### src/rtl/prim_assembler.sv
// Assembles a word stream into NUM_WORDS-word primitives delimited by start/end
// tokens. Completed primitives are pushed into a small FIFO with valid/ready output.
module prim_assembler #(
  parameter int                WORD_W      = 32,
  parameter int                NUM_WORDS   = 6,
  parameter int                OUT_DEPTH   = 2,
  parameter logic [WORD_W-1:0] START_TOKEN = '0,
  parameter logic [WORD_W-1:0] END_TOKEN   = WORD_W'(1)
) (
  input  logic                        clk,
  input  logic                        rst,
  input  logic                        flush,
  input  logic [WORD_W-1:0]           in_data,
  input  logic                        in_valid,
  output logic                        in_ready,
  output logic [WORD_W*NUM_WORDS-1:0] prim_data,
  output logic                        prim_valid,
  input  logic                        prim_ready,
  output logic                        frame_active,
  output logic                        frame_done,
  output logic [15:0]                 drop_count
);

  localparam int PW    = WORD_W * NUM_WORDS;
  localparam int IDX_W = $clog2(NUM_WORDS);
  localparam int PTR_W = (OUT_DEPTH > 1) ? $clog2(OUT_DEPTH) : 1;
  localparam int CNT_W = $clog2(OUT_DEPTH + 1);

  typedef enum logic [1:0] {IDLE, COLLECT, END_CHK} state_t;

  state_t            state;
  logic [IDX_W-1:0]  idx;
  logic [PW-1:0]     asm_buf;
  logic [PW-1:0]     buf_nxt;
  logic [PW-1:0]     mem [OUT_DEPTH];
  logic [PTR_W-1:0]  rd_ptr;
  logic [PTR_W-1:0]  wr_ptr;
  logic [CNT_W-1:0]  count;
  logic              full;
  logic              last_idx;
  logic              accept;
  logic              push;
  logic              pop;

  function automatic logic [PTR_W-1:0] ptr_inc(input logic [PTR_W-1:0] p);
    return (p == PTR_W'(OUT_DEPTH - 1)) ? '0 : p + 1'b1;
  endfunction

  assign full         = (count == CNT_W'(OUT_DEPTH));
  assign last_idx     = (idx == IDX_W'(NUM_WORDS - 1));
  // The last word is held off whenever the queue is full, even if a pop is pending.
  assign in_ready     = !rst && !flush && !(state == COLLECT && last_idx && full);
  assign accept       = in_valid && in_ready;
  assign push         = accept && (state == COLLECT) && last_idx;
  assign prim_valid   = (count != '0);
  assign pop          = prim_valid && prim_ready && !flush;
  assign prim_data    = prim_valid ? mem[rd_ptr] : '0;
  assign frame_active = (state != IDLE);

  // idx is 0 in END_CHK, so the same merge places a restart word into slot 0.
  always_comb begin
    buf_nxt = asm_buf;
    for (int k = 0; k < NUM_WORDS; k++) begin
      if (idx == IDX_W'(k)) buf_nxt[k*WORD_W +: WORD_W] = in_data;
    end
  end

  always_ff @(posedge clk) begin
    if (push) mem[wr_ptr] <= buf_nxt;
  end

  always_ff @(posedge clk) begin
    if (rst) begin
      state      <= IDLE;
      idx        <= '0;
      asm_buf    <= '0;
      rd_ptr     <= '0;
      wr_ptr     <= '0;
      count      <= '0;
      frame_done <= 1'b0;
      drop_count <= '0;
    end else if (flush) begin
      state      <= IDLE;
      idx        <= '0;
      rd_ptr     <= '0;
      wr_ptr     <= '0;
      count      <= '0;
      frame_done <= 1'b0;
    end else begin
      frame_done <= 1'b0;
      if (accept) begin
        case (state)
          IDLE: begin
            if (in_data == START_TOKEN) begin
              state <= COLLECT;
              idx   <= '0;
            end else if (drop_count != 16'hFFFF) begin
              drop_count <= drop_count + 16'd1;
            end
          end
          COLLECT: begin
            asm_buf <= buf_nxt;
            if (last_idx) begin
              state <= END_CHK;
              idx   <= '0;
            end else begin
              idx <= idx + 1'b1;
            end
          end
          END_CHK: begin
            if (in_data == END_TOKEN) begin
              state      <= IDLE;
              frame_done <= 1'b1;
            end else begin
              asm_buf <= buf_nxt;
              state   <= COLLECT;
              idx     <= IDX_W'(1);
            end
          end
          default: begin
            state <= IDLE;
            idx   <= '0;
          end
        endcase
      end
      if (push) wr_ptr <= ptr_inc(wr_ptr);
      if (pop)  rd_ptr <= ptr_inc(rd_ptr);
      case ({push, pop})
        2'b10:   count <= count + 1'b1;
        2'b01:   count <= count - 1'b1;
        default: count <= count;
      endcase
    end
  end

endmodule

### config.mk
export PLATFORM = sky130hd
export DESIGN_NAME = prim_assembler
export DESIGN_NICKNAME = d
export VERILOG_FILES = /design/src/rtl/prim_assembler.sv
export SDC_FILE = /design/constraint.sdc
export NUM_CORES = 1
export LEC_CHECK = 0
export ABC_CLOCK_PERIOD_IN_PS = 10700
export BUFFER_PORTS_ARGS = -buffer_cell sky130_fd_sc_hd__buf_2
export CAP_MARGIN = 20
export CORE_ASPECT_RATIO = 0.75
export CORE_UTILIZATION = 55
export CTS_CLUSTER_SIZE = 24
export DETAILED_ROUTE_END_ITERATION = 6
export PLACE_DENSITY = 0.86
export SYNTH_ARGS = -nofsm -noshare
export SYNTH_HDL_FRONTEND = slang
export SYNTH_SLANG_ARGS = --single-unit
### constraint.sdc
create_clock -name clk -period 10.7 [get_ports clk]
set_input_delay 0 -clock clk [delete_from_list [all_inputs] [get_ports clk]]
set_output_delay 0 -clock clk [all_outputs]
set_load 0.02 [all_outputs]
# --- After elaboration in Yosys (flattened, before gate mapping) ---
# Memory sizes are Yosys's and may differ from the RTL's. A register that Yosys moved wholly into a read port is not among the register bits.
# Index checks and enable logic that the tools add are counted.
totals:
  out_inout_bits: 212
  memories: 1
  input_bits: 37
  register_bits: 218
  mem_bits_rw: 384
  word_cells: 84
classes:
  add_sub_neg: 6
  n_eq_ne: 15
  n_reduce_logical: 25
  mux: 25
  bitwise: 4
memory_table:
  columns: ["name", "words", "word_bits", "rd", "rd_ports_with_merged_regs", "wr", "line", "rtl"]
  rows:
  - ["mem", 2, 192, 1, 1, 1, "35", "logic [PW-1:0] mem [OUT_DEPTH];"]
op_table:
  columns: ["operator", "n"]
  rows:
  - ["192-bit two-way mux", 2]
  - ["192-bit one-hot mux with 2 select lines", 1]
  - ["32-bit two-way mux", 6]
  - ["32-bit by 1-bit == test with 1-bit output (second input constant)", 1]
  - ["32-bit zero test", 1]
  - ["16-bit by 1-bit adder with 16-bit output (second input constant)", 1]
  - ["16-bit inequality test (second input constant)", 1]
  - ["1-bit logical AND", 9]
  - ["3-bit two-way mux", 3]
  - ["3-bit one-hot mux with 3 select lines", 1]
  - ["1-bit two-way mux", 8]
  - ["2-bit nonzero test", 4]
  - ["2-bit == test (second input constant)", 3]
  - ["3-bit by 2-bit == test with 1-bit output (second input constant)", 2]
  - ["3-bit == test (second input constant)", 2]
  - ["2-bit inequality test (second input constant)", 3]
  - ["2-bit one-hot mux with 3 select lines", 1]
  - ["3-bit AND reduction", 2]
  - ["5-bit AND reduction", 1]
  - ["2-bit by 1-bit == test with 1-bit output (second input constant)", 2]
  - ["2-bit two-way mux", 2]
  - ["1-bit NOT", 4]
  - ["2-bit one-hot mux with 2 select lines", 1]
  - ["4-bit AND reduction", 1]
  - ["10 further kinds", 13]

# --- Depth between registers and ports, before layout ---
logic_depth:
  depth_word: 10
  depth_mapped: 9
  depth_no_buf: 9

# --- Worst setup path after synthesis ---
# Ideal clock, no wire load.
synth_path:
  path_type: "register to register"
  from: "register state[1]"
  to: "memory mem[0][0] in the netlist's numbering, enable pin"
  arrival_time_ns: 9.084
  synth_period_minus_slack_ns: 9.832
  slack_ns: 0.868
  required_ns: 9.952
  setup_time_ns: 0.748
  stages_incl_launch_ff: 7
  path_buffers: 0
  path_cell_list: "dfxtp_1 > inv_1 > ha_1 > nand3b_1 > o211a_1 > nand3_1 > nor2_1"
synth_via:
  elab_chain_cells: 10
synth_lines:
  columns: ["element", "line", "rtl"]
  rows:
  - ["start: declaration", "31", "state_t state;"]
  - ["start signal: assignment", "74", "state <= IDLE;"]
  - ["start signal: assignment", "83", "state <= IDLE;"]
  - ["start signal: assignment", "95", "state <= COLLECT;"]
  - ["2-bit by 1-bit == test with 1-bit output (*)", "52, 54", null]
  - ["1-bit logical AND (2 in series)", "52", "assign in_ready = !rst && !flush && !(state == COLLECT && last_idx && full);"]
  - ["1-bit zero test", "52", null]
  - ["1-bit logical AND", "52", null]
  - ["1-bit logical AND", "53", "assign accept = in_valid && in_ready;"]
  - ["1-bit logical AND (*) (2 in series)", "54", "assign push = accept && (state == COLLECT) && last_idx;"]
  - ["1-bit two-way mux (*)", "69", "if (push) mem[wr_ptr] <= buf_nxt;"]
  - ["1-bit two-way mux (not written as such) (*)", "69", null]
  - ["end: declaration", "35", null]
# Every way passes the cells marked *; elsewhere a longest branch is shown, timed or not.

==> results.md <==
* Most used cell, CP: buf_4
* Fmax at 258 MHz
* Number of fill cells at 3401
* Routed Antenna Nets at 0
* Netlist cell types at 56
* Clk buf depth at 3
* Final Cycle Share at 0.362
* Routed WL at 66100 um
* Async S/R FF share, synth at 0
* Placer Congestion at 0.810
* Hold Crit Class: in2reg
* Cell Pwr Density at 152 nW/um2
* First-pass GRT wire length at 101000 um
* Minimum clock period at 3.87 ns
* Slew Limit Fails at 0
* Initial antenna violation count at 2
* Synth-to-Final Area Change at 14.3%
* # rows at 68
* Synth area leader: edfxtp_1
* Slew margin rel. at 0.0548
* PortBufs at 248
* Top Family by Delay on Critical Path: buffers and inverters
* Critical path arrival at 3.87 ns
* Crit start category: register
* # DRC at 0
* Register bit total from synthesis at 603
* Tightest Pin Transition at 1.42 ns
* Post-synth EDFFs at 384
* Commonest cells post-synth: edfxtp_1, dfxtp_1, nor2_1
* Syn avg cell area at 12.2 um2
* Pwr Total at 4460 uW
* Critical path class: reg2out
* Initial Util at 0.558
* Status: finished clean
* Syn nets at 2153
* TritonCTS buffer count at 55
* Setup TNS at 0 ns
* Final-report hold violation count at 0
* Most numerous cell in the Yosys netlist: edfxtp_1
* Vias in the first global route at 17400
* Worst EP required at 10.70 ns
* Ratio of cells with drive above 1 in the final layout at 0.245
* Clock skew at 0.0223 ns
* Setup violators final at 0
* Tot GR Track Use at 0.271
* Leakage power at 0.0100 uW
* Initial DRT Pass Iterations at 6
* Die height at 189 um
* Core ar. at 46000 um2
* Iteration-0 DRC Markers at 1893
* Largest cells by area after synthesis: edfxtp_1, dfxtp_1, mux2_2
* Die ar. at 47600 um2
* Clk slew on worst S/H paths at 0.06 ns
* Slowest-stage cell, CP: buf_4
* Max_cap viols at 0
* Cts repair resizes at 0
* Crit path largest cell delay at 0.94 ns
* Clock latency on the worst-skew pair at 0.60 ns
* Crit end category: output pin
* CP max FO at 62
* Post-CTS setup buffers at 0
* Detailed placer's ending HPWL at 38300 um
* Diode count at 0
* Via count at 18100
* Gate Count Post-Synth at 2108
* Drt via density at 6.10
* Die X at 251 um
* Post-DR wirelength/cell at 22.3 um
* I/O pin count at 249
* Ys flop type: edfxtp_1
* Largest net degree at the start of global routing at 193
* Synth top area share at 0.449
* Clock sinks at 603
* Sequential share of the synthesized area at 0.620
* WP buf/inv at 3
* Clock Tree Root: clkbuf_16
* RSZ-0062 raised after global routing: false
* Max IR drop VDD at 0.121 mV
* Ys Warns at 0
* Critical-path cell list: buf_4, buf_4, mux2i_1, nor2_1, buf_2
* Syn Std Cell Area at 25700 um2
* CTS H-tree depth at 2
* NumNets Final at 2337
* Total grt overflow at 0
* CTS tree: yes
## layout make-up
| class | instances | area [um2] | area share |
|---|---|---|---|
| Clock buffer | 86 | 1590 | 0.0543 |
| Clock inverter | 18 | 176 | 0.00601 |
| Inverter | 7 | 26.3 | 0.000895 |
| Multi-Input combinational cell | 1318 | 8950 | 0.305 |
| Sequential cell | 603 | 15900 | 0.543 |
| Tap cell | 630 | 788 | 0.0269 |
| Timing Repair Buffer | 307 | 1880 | 0.0642 |
## cells by family after synthesis
kind of cell | count (synthesis) | share of synthesized area
adders and majority gates | 8 | 0.00390
DFF | 603 | 0.620
xor gates and xnor gates | 4 | 0.00136
and+or+nand+nor | 490 | 0.0924
AOI/OAI and AO/OA | 426 | 0.0864
buffers and inverters | 187 | 0.0346
muxes | 390 | 0.161
## timing repair
action,4_1_cts,5_1_grt
hold buffers,29,0
hold endpoints to repair,300,0
setup endpoints to repair,0,0
## path summary, 6_finish.rpt
check | to | slack (ns) | cells after the start | startpoint
worst min-delay path | mem[0][108]$_DFFE_PP_ | 0.03 | 2 | in_data[12]
worst max register to register | asm_buf[18]$_SDFFE_PP0P_ | 6.98 | 8 | idx[1]$_SDFFE_PP0P_
worst max-delay path | prim_data[56] | 6.83 | 5 | register
worst min register to register | asm_buf[120]$_SDFFE_PP0P_ | 0.47 | 2 | asm_buf[120]$_SDFFE_PP0P_
## per-stage QoR
step / utilization / hold WS [ns] / instances / setup WS (ns) / instance area [um2]
CTS: 0.635 / 0.00761 / 2965 / 6.85 / 29200
finish: 0.637 / 0.0334 / 2969 / 6.83 / 29300
floorplan: - / 0.205 / 2108 / 0.868 / 25700
detailed placement: 0.590 / 0.419 / 2832 / 6.88 / 27200
global route: 0.637 / 0.0185 / 2969 / 6.67 / 29300
global placement: 0.589 / 0.418 / 2829 / 6.57 / 27100
## report_power, final
group          internal, uW  switching [uW]
sequential             2450           0.357
combinational          20.0            56.7
clock                  1100             840
## state kept, by name (all words and copies together) (netlist names), 2 cells and up, named ones only
register / count
mem: 384
asm_buf: 192
drop_count: 16
idx: 3
count: 2
state: 2
## placed cells by master, fill, tap and decap left out, types with 5 or more instances in the layout
master,n
clkbuf_1,22
a21oi_1,204
clkbuf_8,8
clkbuf_16,56
nor3_1,5
nand3_1,203
inv_1,7
ha_1,7
dlygate4sd3_1,29
buf_2,247
edfxtp_1,384
clkinv_2,6
nand2_1,19
buf_4,22
mux2i_1,196
o31ai_1,7
mux2_2,192
o21ai_1,181
or4_1,8
o21ai_0,16
or3_1,5
dfxtp_1,218
nor2_1,205
nor4_4,5
## layer usage
layer	share of wire	vias to the layer above	GRT usage
li1	-	8157	-
met5	0	-	0
met3	0.093	109	0.0487
met4	0.024	0	0.0748
met2	0.48	924	0.432
met1	0.41	8912	0.383
Note: power is estimated with default switching activity, not from simulation.
